==> config.mk <==
export PLATFORM = sky130hd
export DESIGN_NAME = la_capture_ctrl
export DESIGN_NICKNAME = d
export VERILOG_FILES = /design/src/rtl/la_capture_ctrl_pkg.sv /design/src/rtl/la_capture_ctrl.sv
export SDC_FILE = /design/constraint.sdc
export NUM_CORES = 1
export LEC_CHECK = 0
export ABC_AREA = 1
export CELL_PAD_IN_SITES_DETAIL_PLACEMENT = 1
export CELL_PAD_IN_SITES_GLOBAL_PLACEMENT = 1
export CORE_MARGIN = 3
export CORE_UTILIZATION = 50
export DETAILED_ROUTE_END_ITERATION = 10
export DONT_BUFFER_PORTS = 1
export HOLD_SLACK_MARGIN = 0.12
export PLACE_DENSITY = 0.94
export SYNTH_ARGS = -nofsm -noshare
export SYNTH_HDL_FRONTEND = slang
export SYNTH_SLANG_ARGS = --single-unit
==> constraint.sdc <==
create_clock -name clk -period 6.2 [get_ports clk]
set_input_delay 0.62 -clock clk [delete_from_list [all_inputs] [get_ports clk]]
set_output_delay 0.62 -clock clk [all_outputs]
set_load 0.05 [all_outputs]
==> src/rtl/la_capture_ctrl_pkg.sv <==
// rtl/la_capture_ctrl_pkg.sv - shared constants and state encodings for the logic-analyzer capture sequencer
package la_capture_ctrl_pkg;

    localparam int LA_DATA_WIDTH = 8;

    // Encodings are shared with the host read-out logic; keep them stable.
    localparam logic [2:0] LA_IDLE   = 3'd0;
    localparam logic [2:0] LA_FILL   = 3'd1;
    localparam logic [2:0] LA_PRIMED = 3'd2;
    localparam logic [2:0] LA_POST   = 3'd3;
    localparam logic [2:0] LA_DONE   = 3'd4;

    function automatic logic la_is_busy(input logic [2:0] s);
        return (s == LA_FILL) || (s == LA_PRIMED) || (s == LA_POST);
    endfunction

endpackage

==> src/rtl/la_capture_ctrl.sv <==
// rtl/la_capture_ctrl.sv - capture sequencer: pre-trigger fill, primed wait, post-trigger fill into a circular sample RAM
module la_capture_ctrl
    import la_capture_ctrl_pkg::*;
#(
    parameter int DATA_WIDTH = LA_DATA_WIDTH,
    parameter int ADDR_WIDTH = 10
) (
    input  logic                  clk,
    input  logic                  reset,
    input  logic                  arm,
    input  logic                  abort,
    input  logic [ADDR_WIDTH-1:0] pretrig_len,
    input  logic                  trigger,
    input  logic [DATA_WIDTH-1:0] data,
    output logic                  primed,
    output logic                  busy,
    output logic                  done,
    output logic                  wr_en,
    output logic [ADDR_WIDTH-1:0] wr_addr,
    output logic [DATA_WIDTH-1:0] wr_data,
    output logic [ADDR_WIDTH-1:0] trig_addr,
    output logic [ADDR_WIDTH-1:0] start_addr
);

    localparam logic [ADDR_WIDTH-1:0] ADDR_MAX = '1;
    localparam logic [ADDR_WIDTH-1:0] ONE      = ADDR_WIDTH'(1);

    logic [2:0]            state;
    logic [2:0]            state_nxt;
    logic [ADDR_WIDTH-1:0] ptr;
    logic [ADDR_WIDTH-1:0] cnt;
    logic [ADDR_WIDTH-1:0] plen;
    logic [ADDR_WIDTH-1:0] trig_ptr;
    logic [ADDR_WIDTH-1:0] post_len;
    logic [ADDR_WIDTH-1:0] trig_sel;
    logic                  writing;
    logic                  start;
    logic                  finish;

    // An ADDR_WIDTH-bit length can never exceed DEPTH-1, so the clamp is implicit.
    assign post_len = ADDR_MAX - plen;
    assign trig_sel = (state == LA_PRIMED) ? ptr : trig_ptr;
    assign finish   = (state_nxt == LA_DONE) && (state != LA_DONE);

    always_comb begin
        state_nxt = state;
        start     = 1'b0;
        writing   = 1'b0;
        case (state)
            LA_IDLE, LA_DONE: begin
                if (arm && !abort) begin
                    start     = 1'b1;
                    state_nxt = (pretrig_len == '0) ? LA_PRIMED : LA_FILL;
                end
            end
            LA_FILL: begin
                if (abort) begin
                    state_nxt = LA_IDLE;
                end else begin
                    writing = 1'b1;
                    if (cnt == ONE) state_nxt = LA_PRIMED;
                end
            end
            LA_PRIMED: begin
                if (abort) begin
                    state_nxt = LA_IDLE;
                end else begin
                    writing = 1'b1;
                    if (trigger) state_nxt = (post_len == '0) ? LA_DONE : LA_POST;
                end
            end
            LA_POST: begin
                if (abort) begin
                    state_nxt = LA_IDLE;
                end else begin
                    writing = 1'b1;
                    if (cnt == ONE) state_nxt = LA_DONE;
                end
            end
            default: state_nxt = LA_IDLE;
        endcase
    end

    always_ff @(posedge clk or negedge reset) begin
        if (!reset) begin
            state      <= LA_IDLE;
            primed     <= 1'b0;
            busy       <= 1'b0;
            done       <= 1'b0;
            wr_en      <= 1'b0;
            wr_addr    <= '0;
            wr_data    <= '0;
            trig_addr  <= '0;
            start_addr <= '0;
            ptr        <= '0;
            cnt        <= '0;
            plen       <= '0;
            trig_ptr   <= '0;
        end else begin
            state  <= state_nxt;
            busy   <= la_is_busy(state_nxt);
            primed <= (state_nxt == LA_PRIMED);
            wr_en  <= writing;
            if (writing) begin
                wr_addr <= ptr;
                wr_data <= data;
                ptr     <= ptr + ONE;
            end
            if (start) begin
                plen <= pretrig_len;
                cnt  <= pretrig_len;
                ptr  <= '0;
                done <= 1'b0;
            end
            case (state)
                LA_FILL: if (writing) cnt <= cnt - ONE;
                LA_PRIMED: begin
                    if (writing && trigger) begin
                        trig_ptr <= ptr;
                        cnt      <= post_len;
                    end
                end
                LA_POST: if (writing) cnt <= cnt - ONE;
                default: ;
            endcase
            // Report addresses only on completion so an abort leaves the last capture's results intact.
            if (finish) begin
                done       <= 1'b1;
                trig_addr  <= trig_sel;
                start_addr <= trig_sel - plen;
            end
        end
    end

endmodule

==> results_dict.tcl <==
set metrics [dict create \
    io_pins 65 \
    reg2reg_slack_ps 2720 \
    min_period_over_period_pct 56.1 \
    clk_pin_slew_ps 100 \
    core.rowCount 34 \
    place_congestion 0.991 \
    drv_slew 0 \
    place_area_sq_mm 0.00460 \
    wl_per_cell_um 18.6 \
    peakVddDrop_uv 193 \
    synth_edf_count 0 \
    diodes 0 \
    gr-usage-all-layers_pct 26.7 \
    crit_fanout 20 \
    syn_area_sq_mm 0.00456 \
    clock_latency_ps 360 \
    detailed_place_hpwl_um 9500 \
    cp-end-kind "flip-flop" \
    max_clock_freq_ghz 0.287 \
    drive_gt1_share_pct 7.00 \
    drcViolationCount 0 \
    nets 617 \
    grt_pass1_vias 4323 \
    final_cell_mix "nand2_1, dfrtp_1, inv_1, o21ai_0, nor2_1" \
    synthToLayoutAreaGrowth_pct 5.60 \
    ys_ff_latch 85 \
    tritoncts "built" \
    synth_ff_type "dfrtp_1" \
    worstMarginPinSlew_ps 978 \
    setup_viol 0 \
    yosys_warnings 0 \
    synth_top_area_share_pct 46.7 \
    core_sq_mm 0.00881 \
    crit_required_ps 6440 \
    htree_levels 3 \
    clk_path_buf_depth 2 \
    cts.sinks 85 \
    cts-root-buf "clkbuf_8" \
    cts_inserted_buffers 9 \
    r2r_cells 16 \
    syn_nets 620 \
    fin_area_sq_mm 0.00481 \
    overflow 0 \
    ys_seq_area_share_pct 46.7 \
    dp_slack_ps 2780 \
    path_class "reg -> reg" \
    antenna_left 0 \
    grt_max_degree 86 \
    hp-class "in -> async" \
    drt_pass1_iterations 4 \
    dieHeight_um 101 \
    antenna_found_initial 0 \
    ys_types 37 \
    yosysTopAreaCell "dfrtp_1" \
    finalSetupTns_ps 0 \
    async_flop_share_pct 100 \
    totalWireLength_um 12900 \
    rsz0062_at_grt "no" \
    avgViaCountPerCell 5.78 \
    hold_violations 0 \
    period_minus_slack_ps 3480 \
    max_slew_margin_pct 34.7 \
    synth_cells 584 \
    ctsResizeCount 0 \
    maxCapViolCount 0 \
    grt_pass1_wl_um 21400 \
    finalClockSkew_ps 15.9 \
    synthTopCellsByArea "dfrtp_1, nand2_1, o21ai_0" \
    start_util_pct 51.8 \
    final_common_cell "nand2_1" \
    die_area_sq_mm 0.0103 \
    io_buffers 0 \
    outcome "finished clean" \
    power.leakage_nw 2.48 \
    postCtsSetupBuffers 0 \
    fin_ws_ps 2720 \
    drt_iter0_drc 190 \
    power_density_mw_per_mm2 312 \
    die_x_um 101 \
    cp.arrival_ps 3720 \
    startpoint_type "flip-flop" \
    vias 4008 \
    syn_avg_cell_area_sq_um 7.81 \
]
-- through the flow --
stage / util (%) / std cells / power, W / hold slack (ps)
global route: 54.7 / 694 / 0.00159 / 163
global placement: 52.2 / 677 / 0.00107 / 327
detailed placement: 52.2 / 677 / 0.00110 / 326
CTS: 54.7 / 694 / 0.00151 / 169
finish: 54.7 / 694 / 0.00150 / 158
floorplan: - / 584 / 0.00101 / 324
-- registers in the layout, indices dropped and copies added (netlist names) --
signal / count
busy: 1
cnt: 10
done: 1
plen: 10
primed: 1
ptr: 10
start_addr: 10
state: 3
trig_addr: 10
trig_ptr: 10
wr_addr: 10
wr_data: 8
wr_en: 1
-- worst max-delay path, stage by stage, from the launching register on --
cell,delay [ps]
dfrtp_1,400
inv_1,190
nand3_1,700
inv_1,490
nand2_1,80
o21ai_0,120
ha_1,210
inv_1,80
fa_1,430
nand3_1,100
nand2_1,90
nand2_1,100
nand2_1,60
nand2_1,60
nand2_1,40
o21ai_0,160
inv_1,60
-- cell families (layout without fill, tap and decap cells) --
| logic type | after synthesis | after routing | share of synthesized area (%) |
|---|---|---|---|
| xor+xnor | 12 | 12 | 2.31 |
| fa+ha+maj | 13 | 13 | 3.73 |
| simple gates | 304 | 304 | 28.3 |
| buf+inv | 74 | 76 | 7.08 |
| compound gates | 96 | 96 | 11.9 |
| flops | 85 | 85 | 46.7 |
-- path summary, 6_finish.rpt --
kind                            endpoint   startpoint
setup / recovery           start_addr[8]     state[0]
hold / removal              trig_addr[7]        reset
setup reg to reg           start_addr[8]     state[0]
hold reg to reg              trig_ptr[1]  trig_ptr[1]
max in group asynchronous       state[1]        reset
min in group clk              wr_data[7]      data[7]
-- cell usage after synthesis, types with 3 or more instances --
master,n
nand2_1,208
dfrtp_1,85
inv_1,52
o21ai_0,50
nor2_1,38
nand3_1,27
o21ai_1,20
ha_1,12
a21oi_1,10
nor3_1,10
nand4_1,9
xor2_1,8
inv_2,6
buf_2,4
buf_4,4
nand2_4,4
o211ai_2,4
xnor2_1,4
a31oi_1,3
buf_6,3
-- report_power, final --
part | switching, W | internal, W | leakage (nW)
clock network | 0.000225 | 0.000165 | 0.101
logic | 0.000232 | 0.000115 | 1.28
registers | 0.000147 | 0.000616 | 1.11
-- cell type report --
class | instances | area (sq um)
Inverter | 59 | 224
Sequential cell | 85 | 2130
Clock inverter | 6 | 53.8
Multi-Input combinational cell | 425 | 2110
Clock buffer | 10 | 138
Tap cell | 108 | 135
Fill cell | 1110 | 3990
Timing Repair Buffer | 1 | 27.5
-- per-layer routing --
metal  vias to the layer above  track usage, %  part of all wire [%]
li1                       1874               -                     -
met1                      1987            32.8                    43
met2                       116            46.0                    49
met3                        31            5.65                   5.1
met4                         0            10.3                   2.6
met5                         -               0                     0
-- what timing repair did --
item / CTS / global route
endpoints found under the hold margin: 85 / 0
hold buffers: 1 / 0
endpoints found under the setup margin: 0 / 0
No activity file was read; power rests on OpenSTA's default activity.
